**src/rtl/perip_bus_master_pkg.sv**
```systemverilog
// Shared types and constants for the peripheral bus initiator.
// Optional watchdog is enabled by defining PERIP_BUS_TIMEOUT_EN.
`ifndef RAM_MASK_WIDTH
`define RAM_MASK_WIDTH 4
`endif

package perip_bus_master_pkg;

  localparam logic [1:0] PBM_IDLE = 2'd0;
  localparam logic [1:0] PBM_REQ  = 2'd1;
  localparam logic [1:0] PBM_WAIT = 2'd2;
  localparam logic [1:0] PBM_RESP = 2'd3;

  localparam int PBM_TIMEOUT_DEFAULT = 255;
  localparam int PBM_CNT_W = 8;

  typedef enum logic [1:0] {
    S_IDLE = PBM_IDLE,
    S_REQ  = PBM_REQ,
    S_WAIT = PBM_WAIT,
    S_RESP = PBM_RESP
  } pbm_state_e;

endpackage

```
**src/rtl/perip_bus_master_wdt.sv**
```systemverilog
// Bus transaction watchdog: counts busy cycles, flags the limit cycle.
// Instantiated only when PERIP_BUS_TIMEOUT_EN is defined.
module perip_bus_wdt
  import perip_bus_master_pkg::*;
#(
  parameter int LIMIT = PBM_TIMEOUT_DEFAULT
) (
  input  logic clk,
  input  logic rst_n,
  input  logic i_clr,
  input  logic i_en,
  output logic o_expired
);

  logic [PBM_CNT_W-1:0] r_cnt;
  logic                 w_hit;

  // Flag during the LIMIT-th busy cycle so the bus drops after LIMIT cycles
  assign w_hit     = (r_cnt == PBM_CNT_W'(LIMIT - 1));
  assign o_expired = i_en & w_hit;

  always_ff @(posedge clk or negedge rst_n) begin
    if (!rst_n) begin
      r_cnt <= '0;
    end else if (i_clr) begin
      r_cnt <= '0;
    end else if (i_en && !w_hit) begin
      r_cnt <= r_cnt + 1'b1;
    end
  end

endmodule

```
**src/rtl/perip_bus_master.sv**
```systemverilog
// Single-outstanding two-phase peripheral bus initiator.
// Optional watchdog is enabled by defining PERIP_BUS_TIMEOUT_EN.
`ifndef RAM_MASK_WIDTH
`define RAM_MASK_WIDTH 4
`endif

module perip_bus_master
  import perip_bus_master_pkg::*;
#(
  parameter int TIMEOUT_CYCLES = PBM_TIMEOUT_DEFAULT
) (
  input  logic                       clk,
  input  logic                       rst_n,
  input  logic                       cpu_req_i,
  output logic                       cpu_ready_o,
  input  logic                       cpu_we_i,
  input  logic [31:0]                cpu_addr_i,
  input  logic [31:0]                cpu_wdata_i,
  input  logic [`RAM_MASK_WIDTH-1:0] cpu_wem_i,
  output logic [31:0]                cpu_rdata_o,
  output logic                       cpu_rvalid_o,
  output logic                       cpu_err_o,
  output logic                       req_o,
  output logic                       we_o,
  output logic [31:0]                addr_o,
  output logic [31:0]                data_o,
  output logic [`RAM_MASK_WIDTH-1:0] wem_o,
  input  logic                       addr_ok_i,
  input  logic                       data_ok_i,
  input  logic [31:0]                data_i
);

  if (TIMEOUT_CYCLES < 2 || TIMEOUT_CYCLES > 255) begin : g_bad_cfg
    $error("perip_bus_master: TIMEOUT_CYCLES outside 2..255");
  end

  pbm_state_e r_state;
  pbm_state_e w_next;
  logic       w_accept;
  logic       w_capture;
  logic       w_tmo;
  logic       w_expired;

  logic                       r_we;
  logic [31:0]                r_addr;
  logic [31:0]                r_data;
  logic [`RAM_MASK_WIDTH-1:0] r_wem;
  logic [31:0]                r_rdata;

`ifdef PERIP_BUS_TIMEOUT_EN
  logic w_wdt_clr;
  logic w_wdt_en;
  logic r_err;

  assign w_wdt_clr = (r_state == S_IDLE);
  assign w_wdt_en  = (r_state == S_REQ) | (r_state == S_WAIT);

  perip_bus_wdt #(
    .LIMIT(TIMEOUT_CYCLES)
  ) u_wdt (
    .clk      (clk),
    .rst_n    (rst_n),
    .i_clr    (w_wdt_clr),
    .i_en     (w_wdt_en),
    .o_expired(w_expired)
  );

  always_ff @(posedge clk or negedge rst_n) begin
    if (!rst_n) begin
      r_err <= 1'b0;
    end else if (w_capture) begin
      r_err <= 1'b0;
    end else if (w_tmo) begin
      r_err <= 1'b1;
    end
  end

  assign cpu_err_o = r_err;
`else
  assign w_expired = 1'b0;
  assign cpu_err_o = 1'b0;
`endif

  always_ff @(posedge clk or negedge rst_n) begin
    if (!rst_n) begin
      r_state <= S_IDLE;
    end else begin
      r_state <= w_next;
    end
  end

  // data_ok only counts once the address phase is accepted
  always_comb begin
    w_next    = r_state;
    w_accept  = 1'b0;
    w_capture = 1'b0;
    w_tmo     = 1'b0;
    unique case (r_state)
      S_IDLE: begin
        if (cpu_req_i) begin
          w_accept = 1'b1;
          w_next   = S_REQ;
        end
      end
      S_REQ: begin
        if (addr_ok_i && data_ok_i) begin
          w_capture = 1'b1;
          w_next    = S_RESP;
        end else if (w_expired) begin
          w_tmo  = 1'b1;
          w_next = S_RESP;
        end else if (addr_ok_i) begin
          w_next = S_WAIT;
        end
      end
      S_WAIT: begin
        if (data_ok_i) begin
          w_capture = 1'b1;
          w_next    = S_RESP;
        end else if (w_expired) begin
          w_tmo  = 1'b1;
          w_next = S_RESP;
        end
      end
      S_RESP: w_next = S_IDLE;
      default: w_next = S_IDLE;
    endcase
  end

  always_ff @(posedge clk or negedge rst_n) begin
    if (!rst_n) begin
      r_we    <= 1'b0;
      r_addr  <= '0;
      r_data  <= '0;
      r_wem   <= '0;
      r_rdata <= '0;
    end else begin
      if (w_accept) begin
        r_we   <= cpu_we_i;
        r_addr <= cpu_addr_i;
        r_data <= cpu_wdata_i;
        r_wem  <= cpu_wem_i;
      end
      if (w_capture) begin
        r_rdata <= r_we ? 32'h0 : data_i;
      end else if (w_tmo) begin
        r_rdata <= 32'h0;
      end
    end
  end

  assign cpu_ready_o  = (r_state == S_IDLE);
  assign cpu_rvalid_o = (r_state == S_RESP);
  assign req_o        = (r_state == S_REQ);
  assign we_o         = r_we;
  assign addr_o       = r_addr;
  assign data_o       = r_data;
  assign wem_o        = r_wem;
  assign cpu_rdata_o  = r_rdata;

endmodule

```
**config.mk**
```make
export PLATFORM = sky130hd
export DESIGN_NAME = perip_bus_master
export DESIGN_NICKNAME = d
export VERILOG_FILES = /design/src/rtl/perip_bus_master_pkg.sv /design/src/rtl/perip_bus_master_wdt.sv /design/src/rtl/perip_bus_master.sv
export SDC_FILE = /design/constraint.sdc
export NUM_CORES = 1
export LEC_CHECK = 0
export ABC_CLOCK_PERIOD_IN_PS = 4440
export CAP_MARGIN = 15
export CORE_ASPECT_RATIO = 1.5
export CORE_MARGIN = 2
export CORE_UTILIZATION = 45
export CTS_BUF_LIST = sky130_fd_sc_hd__clkbuf_4 sky130_fd_sc_hd__clkbuf_8
export DETAILED_ROUTE_END_ITERATION = 6
export HOLD_SLACK_MARGIN = 0.06
export PLACE_DENSITY = 0.9
export SLEW_MARGIN = 25
export SYNTH_ARGS = -nofsm -noshare
export SYNTH_HDL_FRONTEND = slang
export SYNTH_SLANG_ARGS = --single-unit
```
**constraint.sdc**
```tcl
create_clock -name clk -period 4.44 [get_ports clk]
set_input_delay 0.888 -clock clk [delete_from_list [all_inputs] [get_ports clk]]
set_output_delay 0.888 -clock clk [all_outputs]
set_load 0.02 [all_outputs]
```
==> run summary <==
Syn Area/Cell: 13.4 um^2
deepest clock path buffer count: 2
n_diodes: 0
CTS Buf Count: 9
Mapped Cells: 312
share of layout cells above drive strength 1: 0.182
area grow syn2layout: 57.2%
die area: 10100 um^2
Max VDD drop: 0.424 mV
reg2reg end: data_o[8]
CP peak stage delay: 670 ps
reg2reg setup slack: 2340 ps
top achievable clock speed: 362 MHz
clk_skew: 9.70 ps
P_leak: 0.00285 uW
period utilization: 0.622
endpoints failing setup: 0
Cell Count, Final, Fillers Out: 629
post-route ant nets: 0
setup TNS: 0 ps
drt total wl: 10600 um
Initial Util: 0.458
RSZ-0062 raised after global routing: no
leading area contributor after synthesis: dfrtp_1
Core Footprint: 9150 um^2
hold path depth: 2
hold-critical path endpoint: cpu_rdata_o[6]
via count: 3261
CP Buf/Inv Count: 2
post-CTS setup buffers: 0
# clock sinks: 103
initial DRC count: 157
CTS clk-pin slew, worst paths: 90 ps
WS Path Type: reg -> out
Ys Warns: 0
Mapped Nets: 422
Die Ht: 122 um
worst slew pin tran: 776 ps
PortBufs: 209
outcome: finished clean
design area: 6580 um^2
drt wl/cell: 16.8 um
global-route wire length before repair: 15600 um
FF-to-FF Start: r_state[0]
DR vias/cell: 5.18
Root Buffer: clkbuf_8
layer with the highest usage: met2
Hold WC Path Type: reg -> reg
pins over their slew limit: 0
Hold Startpoint: cpu_rdata_o[6]
Die X: 82.8 um
# nets final: 623
I/O pin total: 211
GR Overflow Total: 0
CP Cell Sequence: inv_1, ha_1, clkdlybuf4s50_1
met2 usage: 0.365
Pre-Repair DR Iteration Count: 4
Slew headroom: 0.483
crit-path max FO: 6
Worst Path Arrival: 1870 ps
Synth Flop Type: dfrtp_1
Crit path required time: 3550 ps
Mapped Area: 4190 um^2
pwr/cell area: 765 nW/um^2
synth cell count leaders: dfrtp_1, mux2_2, inv_1
synth top area cells: dfrtp_1, mux2_2, o41ai_1, o21ai_0, inv_1
CP max stage cell: clkdlybuf4s50_1
cell family with most CP delay: buffers and inverters
DRC: 0
vias in the first global route: 3305
Unique masters post-synth: 21
# hold bufs at CTS: 0
final worst path period need: 2760 ps
crit path capture type: primary output
GRT Overall Usage: 0.206
number of synthesized flops with an enable pin: 0
# H-tree levels: 3
met1 Usage GRT: 0.220
largest net degree at the start of global routing: 65
antenna violations before repair: 0
startpoint types: flop
CTS resizes: 0
Final Hold Viols: 0
Max Cap Viol: 0
R2R depth: 5
cell count after placement: 614
Clk Latency, worst-skew pair: 360 ps
FF+latch count, synth: 103
GR Util met3: 0.0630
Synth top area share: 0.615
dpl cell area: 6360 um^2
routability congestion estimate: 0.764
Async SR Flop Fraction: 1.00
register area share after synthesis: 0.615
CTS tree: done
count leader, synth: dfrtp_1
number of cell rows: 43
HPWL after DPL: 7850 um
## how the worst max path moves through the flow
stage                    start         to  depth (start not counted)
floorplan           r_state[1]      req_o                          2
global placement     cpu_req_i  data_o[1]                          4
detailed placement   cpu_req_i  data_o[8]                          4
CTS                       we_o       we_o                          1
global route        r_state[1]      req_o                          3
finish              r_state[1]      req_o                          3
## worst reg2reg max path, stage by stage, from the launching register on
cell and delay [ps]:
dfrtp_1 410, inv_1 100, ha_1 300, nand2_4 480, buf_4 340, mux2_2 360
## layout by cell type (no fill, tap or decap)
cell / synthesis / routed
a21oi_4: 1 / 1
a221oi_1: 1 / 1
a222oi_1: 2 / 2
a2bb2oi_1: 1 / 1
a31oi_1: 1 / 1
buf_16: 0 / 1
buf_4: 1 / 5
bufinv_16: 0 / 2
clkbuf_4: 0 / 1
clkbuf_8: 0 / 10
clkdlybuf4s50_1: 0 / 208
clkinv_2: 0 / 2
conb_1: 1 / 1
dfrtp_1: 103 / 102
dfrtp_2: 0 / 1
ha_1: 4 / 4
inv_1: 37 / 37
mux2_2: 70 / 70
nand2_1: 1 / 1
nand2_4: 0 / 1
nand2b_1: 1 / 1
o21ai_0: 28 / 28
o21ai_1: 4 / 4
o41ai_1: 32 / 32
## report_power, final
part	switching [uW]	internal, uW	total (uW)
Sequential	283	1410	1700
Clock	300	335	635
Combinational	1330	1370	2710
Total	1920	3120	5040
## registers in the layout, indices dropped and copies added, names as in the netlist
register / cells
addr_o: 32
cpu_rdata_o: 32
data_o: 32
wem_o: 4
r_state: 2
we_o: 1
## cell families after synthesis
kind of cell,Yosys count,share of synthesized area
compound gates,70,0.119
fa+ha+maj,4,0.0119
buf+inv,61,0.0603
flops,103,0.615
mux,70,0.188
other cells,1,0.000895
simple gates,3,0.00388
## cell type report
| type | count | area (um^2) |
|---|---|---|
| fill | 606 | 2560 |
| sequential | 103 | 2580 |
| multi-input combinational | 148 | 1360 |
| clock buffer | 11 | 145 |
| clock inverter | 4 | 70.1 |
| inverter | 37 | 139 |
| tap | 112 | 140 |
| timing repair buffer | 214 | 2150 |
## stage by stage
stage	setup WS, ps	util	hold WS (ps)	power (uW)
global route	1590	0.720	526	5330
floorplan	2710	-	556	3130
CTS	1360	0.719	503	5080
detailed placement	1430	0.696	483	4430
global placement	1470	0.693	471	4300
finish	1680	0.720	499	5040
## routing by layer
layer | up-vias | routed length (um)
met4 | 0 | 298
met1 | 1586 | 3780
met3 | 22 | 815
met5 | - | 0
li1 | 1506 | -
met2 | 147 | 5690
No activity file was read; power rests on OpenSTA's default activity.
